### src/rtl/result_drain_ctrl.sv
// Result SRAM drain: walks rows 0..MATRIX_SIZE-1 into a 2-entry skid FIFO and a valid/ready port.
// Optional macro DRAIN_RELU_EN clamps negative lanes to zero at FIFO write.
module result_drain_ctrl #(
    parameter int ADDRESSSIZE     = 10,
    parameter int MATRIX_SIZE     = 32,
    parameter int PARTIAL_SUM_BW  = 24,
    parameter int WORDSIZE_Result = MATRIX_SIZE * PARTIAL_SUM_BW
) (
    input  logic                       clk,
    input  logic                       rstn,
    input  logic                       start,
    output logic [ADDRESSSIZE-1:0]     sram_result_address,
    output logic                       sram_result_rd_en,
    input  logic [WORDSIZE_Result-1:0] sram_result_data_out,
    output logic                       out_valid,
    input  logic                       out_ready,
    output logic [WORDSIZE_Result-1:0] out_data,
    output logic [ADDRESSSIZE-1:0]     out_row,
    output logic                       out_last,
    output logic                       busy,
    output logic                       done
);

    localparam logic [ADDRESSSIZE-1:0] LAST_ROW = ADDRESSSIZE'(MATRIX_SIZE - 1);

    typedef enum logic [1:0] {
        S_IDLE,
        S_READ,
        S_FLUSH,
        S_DONE
    } state_t;

    state_t                     state_q, state_d;
    logic [ADDRESSSIZE-1:0]     addr_q, addr_d;
    logic                       start_d_q;
    logic                       infl_q;
    logic [ADDRESSSIZE-1:0]     infl_addr_q;
    logic [WORDSIZE_Result-1:0] mem_data_q [2];
    logic [ADDRESSSIZE-1:0]     mem_row_q  [2];
    logic                       wr_ptr_q, rd_ptr_q;
    logic [1:0]                 cnt_q, cnt_d;
    logic                       pop, push, issue;
    logic [2:0]                 occ;
    logic [WORDSIZE_Result-1:0] wr_data;

    function automatic logic [WORDSIZE_Result-1:0] lane_fix(
        input logic [WORDSIZE_Result-1:0] w
    );
        logic [WORDSIZE_Result-1:0] r;
        r = w;
`ifdef DRAIN_RELU_EN
        for (int l = 0; l < MATRIX_SIZE; l++) begin
            if (w[l*PARTIAL_SUM_BW + PARTIAL_SUM_BW - 1]) begin
                r[l*PARTIAL_SUM_BW +: PARTIAL_SUM_BW] = '0;
            end
        end
`endif
        return r;
    endfunction

    assign out_valid = (cnt_q != 2'd0);
    assign out_data  = mem_data_q[rd_ptr_q];
    assign out_row   = mem_row_q[rd_ptr_q];
    assign out_last  = out_valid && (out_row == LAST_ROW);
    assign busy      = (state_q == S_READ) || (state_q == S_FLUSH);
    assign done      = (state_q == S_DONE);

    assign pop     = out_valid && out_ready;
    assign push    = infl_q;
    assign wr_data = lane_fix(sram_result_data_out);
    assign cnt_d   = cnt_q + {1'b0, push} - {1'b0, pop};

    // Occupancy after this cycle's pop; a head leaving frees a slot for a new read.
    assign occ   = {1'b0, cnt_q} + {2'b00, infl_q} - {2'b00, pop};
    assign issue = (state_q == S_READ) && (occ < 3'd2);

    assign sram_result_address = addr_q;
    assign sram_result_rd_en   = issue;

    always_comb begin
        state_d = state_q;
        addr_d  = addr_q;
        unique case (state_q)
            S_IDLE: begin
                if (start && !start_d_q) begin
                    state_d = S_READ;
                end
            end
            S_READ: begin
                if (issue) begin
                    if (addr_q == LAST_ROW) begin
                        state_d = S_FLUSH;
                    end else begin
                        addr_d = addr_q + 1'b1;
                    end
                end
            end
            S_FLUSH: begin
                if ((cnt_q == 2'd0) && !infl_q) begin
                    state_d = S_DONE;
                end
            end
            S_DONE: begin
                state_d = S_IDLE;
                addr_d  = '0;
            end
            default: begin
                state_d = S_IDLE;
                addr_d  = '0;
            end
        endcase
    end

    always_ff @(posedge clk or negedge rstn) begin
        if (!rstn) begin
            state_q     <= S_IDLE;
            addr_q      <= '0;
            start_d_q   <= 1'b0;
            infl_q      <= 1'b0;
            infl_addr_q <= '0;
        end else begin
            state_q     <= state_d;
            addr_q      <= addr_d;
            start_d_q   <= start;
            infl_q      <= issue;
            infl_addr_q <= addr_q;
        end
    end

    always_ff @(posedge clk or negedge rstn) begin
        if (!rstn) begin
            for (int i = 0; i < 2; i++) begin
                mem_data_q[i] <= '0;
                mem_row_q[i]  <= '0;
            end
            wr_ptr_q <= 1'b0;
            rd_ptr_q <= 1'b0;
            cnt_q    <= 2'd0;
        end else begin
            if (push) begin
                mem_data_q[wr_ptr_q] <= wr_data;
                mem_row_q[wr_ptr_q]  <= infl_addr_q;
                wr_ptr_q             <= ~wr_ptr_q;
            end
            if (pop) begin
                rd_ptr_q <= ~rd_ptr_q;
            end
            cnt_q <= cnt_d;
        end
    end

endmodule
### config.mk
export PLATFORM = sky130hd
export DESIGN_NAME = result_drain_ctrl
export DESIGN_NICKNAME = d
export VERILOG_FILES = /design/src/rtl/result_drain_ctrl.sv
export SDC_FILE = /design/constraint.sdc
export NUM_CORES = 2
export LEC_CHECK = 0
export CAP_MARGIN = 15
export CORE_AREA = 2 2 603 605
export CTS_CLUSTER_DIAMETER = 200
export CTS_CLUSTER_SIZE = 28
export DETAILED_ROUTE_END_ITERATION = 8
export DIE_AREA = 0 0 605 607
export PLACE_DENSITY_LB_ADDON = 0.2
export SLEW_MARGIN = 20
export SYNTH_ARGS = -nofsm -noshare
export SYNTH_HDL_FRONTEND = slang
export SYNTH_SLANG_ARGS = --single-unit
### constraint.sdc
create_clock -name clk -period 3 [get_ports clk]
set_input_delay 0.3 -clock clk [delete_from_list [all_inputs] [get_ports clk]]
set_output_delay 0.3 -clock clk [all_outputs]
set_load 0.02 [all_outputs]
==> results.sh <==
export IMPL_post_route_cells_drive_above_1_share=0.206
export IMPL_first_global_vias=47500
export IMPL_core_area_sq_um=361000
export IMPL_avgViaCountPerCell=4.00
export IMPL_grt_overflow=0
export IMPL_power_density_nw_per_um2=1160
export IMPL_worstMarginPinSlew_ns=0.901
export IMPL_critical_path_slowest_cell="fa_2"
export IMPL_routabilityCongestion=0.776
export IMPL_pin_count_of_the_biggest_net_entering_global_routing=99
export IMPL_seq_area_frac_synth=0.583
export IMPL_post_route_drc_count=0
export IMPL_clock_tree_from_tritoncts="done"
export IMPL_violations="negative setup slack"
export IMPL_max_cap_violations=0
export IMPL_layout_common_cells="2015 x mux2_1, 1583 x dfrtp_1, 786 x clkdlybuf4s50_1, 238 x buf_6, 237 x dlymetal6s2s_1"
export IMPL_finalSetupViolations=110
export IMPL_total_leakage_power_nw=43.2
export IMPL_number_of_antenna_violations_at_the_first_check_in_global_routing=140
export IMPL_layout_min_cycle_time_ns=3.28
export IMPL_clockRootBuffer="clkbuf_16"
export IMPL_num_io_pins=1565
export IMPL_cts_htree_levels=3
export IMPL_synth_edff_count=0
export IMPL_r2r_setup_slk_ns=0.16
export IMPL_clock_sink_count=1584
export IMPL_stdcell_area_sq_um=96500
export IMPL_synth_simple_gate_area_frac=0.00544
export IMPL_postSynthCellCount=4284
export IMPL_slew_headroom=0.399
export IMPL_yosys_area_share_xor_xnor=0.000496
export IMPL_port_buffers=1564
export IMPL_report_final_slew_viol_count=0
export IMPL_worst_setup_path_type="register to output pin"
export IMPL_timing_critical_path_cells="or2_4, and2_4, ha_4, inv_2, ha_4, fa_2, nor2b_4, nand2_4, clkinv_4, buf_8"
export IMPL_initial_utilization=0.189
export IMPL_worstHoldPathType="primary input to register"
export IMPL_postSynthRegisterBits=1584
export IMPL_detailedPlacementHpwl_mm=207
export IMPL_synth_compound_gate_area_share=0.00241
export IMPL_clock_input_transition_at_the_sequential_cells_of_the_worst_setup_and_hold_paths_ns=0.12
export IMPL_syn_cell_area_sq_um=68000
export IMPL_global_route_wire_length_before_repair_mm=381
export IMPL_holdWs_ns=0.0968
export IMPL_placementRows=221
export IMPL_fmax_mhz=305
export IMPL_status="finished, violations left"
export IMPL_critical_path_startpoint_category="register"
export IMPL_detail_route_wl_per_cell_um=25.8
export IMPL_asyncSetResetFlopFracSynth=1.00
export IMPL_combinational_family_with_the_most_area_after_synthesis="multiplexers"
export IMPL_floorplan_die_width_um=605
export IMPL_synth_main_ff_cell="dfrtp_1"
export IMPL_total_power_mw=112
export IMPL_postSynthNetCount=5065
export IMPL_required_time_of_the_critical_path_ns=2.70
export IMPL_antenna_violating_nets_post_route=0
export IMPL_synth_area_leaders="dfrtp_1 58%, mux2_1 37%, buf_2 1.6%, mux2_2 1.5%, buf_4 0.40%"
export IMPL_endpoint_kind="output pin"
export IMPL_worstSkewPairLatency_ns=0.82
export IMPL_worst_path_most_repeated_cell="ha_4"
export IMPL_die_height_um=607
export IMPL_synth_cell_type_count=43
export IMPL_dr_first_iter_drc_count=1704
export IMPL_yosys_area_top_type_share=0.583
export IMPL_commonest_non_fill_non_tap_cell_in_the_layout="mux2_1"
export IMPL_max_stage_delay_ns=0.57
export IMPL_vdd_drop_max_mv=0.488
export IMPL_post_route_period_util=1.09
export IMPL_firstDrtPassIters=5
export IMPL_post_synth_top_area_cell="dfrtp_1"
export IMPL_grt_setup_unrepaired="true"
export IMPL_clock_buffers_created_by_tritoncts=71
export IMPL_routed_via_count=43800
export IMPL_hold_viol_final=0
export IMPL_post_synth_cell_area_avg_sq_um=15.9
export IMPL_worst_path_max_fanout=2
export IMPL_synth_adder_area_share=0.00177
export IMPL_detailed_place_area_sq_um=90100
export IMPL_area_growth_syn_to_layout_pct=41.8
export IMPL_groute_usage_overall=0.145
export IMPL_setup_slack_ns=-0.280
export IMPL_arrival_ns=2.98
export IMPL_routed_wirelength_mm=283
export IMPL_synth_area_mux_share=0.386
export IMPL_clockBufferDepth=4
export IMPL_worst_clock_skew_on_the_final_layout_ns=0.0875
export IMPL_synth_yosys_warnings=0
export IMPL_fin_nets=6896
export IMPL_die_area_sq_um=367000
## layout make-up
class	count	area [sq um]
clock inverters	6	82.6
inverters	9	38.8
well taps	4794	6000
clock buffers	75	1810
multi-input cells	2428	27600
repair buffers	2021	21200
flip-flops and latches	1584	39600
diodes	29	72.6
fillers	37100	264000
## logic make-up after synthesis
family / count (synthesis)
compound gates: 20
mux: 2335
buf+inv: 272
xor+xnor: 3
simple gates: 61
flops: 1584
fa+ha+maj: 9
## critical path, delay by kind of cell (launching register included)
family        cells  cell delay [ns]
fa+ha+maj         3             0.97
simple gates      4             0.55
buf+inv           3             0.23
flops             1             0.39
## worst paths after layout
| check | from | endpoint | depth (start not counted) |
|---|---|---|---|
| worst max-delay path | cnt_q[1] | sram_result_rd_en | 10 |
| worst min-delay path | sram_result_data_out[452] | mem_data_q[1220] | 2 |
| worst max register to register | cnt_q[1] | sram_result_address[1] | 13 |
| worst min register to register | mem_data_q[1421] | mem_data_q[1421] | 1 |
| max in group asynchronous | rstn | mem_data_q[1387] | 4 |
| min in group asynchronous | rstn | mem_data_q[983] | 2 |
## routing by layer
layer  global-route usage  vias up  part of all wire
met5                    0        -           0.00043
met4               0.0309       18             0.030
met3               0.0379      441             0.063
met2                0.279     1203              0.54
met1                0.158    23200              0.37
li1                     -    18900                 -
## synthesized netlist by cell type, types with 2 or more instances
cell type and instances:
mux2_1 2244, and4_1 3, nand2b_1 3, nand3_1 11, xor2_1 2, clkbuf_1 15, a21oi_1 2, nor2b_1 6
nor2_1 8, nand2_1 5, buf_4 36, nand4_1 5, ha_1 8, inv_1 8, buf_2 212, nor4b_1 2
dfrtp_1 1584, a221o_1 3, o211ai_1 6, mux2_2 90, a41oi_1 2, nor3_1 2, nand3b_1 2, or4_1 3
nor4_1 2, and3_1 3
## where the power goes
group | switching (mW) | leakage, nW | internal, mW
clock | 7.39 | 0.925 | 4.44
sequential | 4.76 | 18.9 | 32.0
combinational | 33.1 | 23.4 | 30.0
## state kept, by name, summed over array words and instances, names as in the netlist
register,count
sram_result_address,10
start_d_q,1
infl_q,1
wr_ptr_q,1
mem_data_q,1536
rd_ptr_q,1
state_q,2
infl_addr_q,10
cnt_q,2
mem_row_q,20
## repair_timing
action,CTS,global route
buffers inserted,27,94
hold buffers,150,0
hold endpoints to repair,679,0
resized for setup,691,2349
setup endpoints to repair,776,758
gates cloned,20,36
pin swaps,2,6
## per-stage QoR
step | setup TNS (ns) | utilization | setup WS (ns) | cells
floorplan | 0 | - | 0.0795 | 4284
CTS | -226.78 | 0.261 | -0.468 | 10800
global placement | -0.741 | 0.250 | -0.117 | 10500
detailed placement | -0.673 | 0.250 | -0.136 | 10500
finish | -4.39 | 0.267 | -0.280 | 10900
global route | -41.70 | 0.267 | -0.445 | 10900
(Power assumes the default switching activity.)
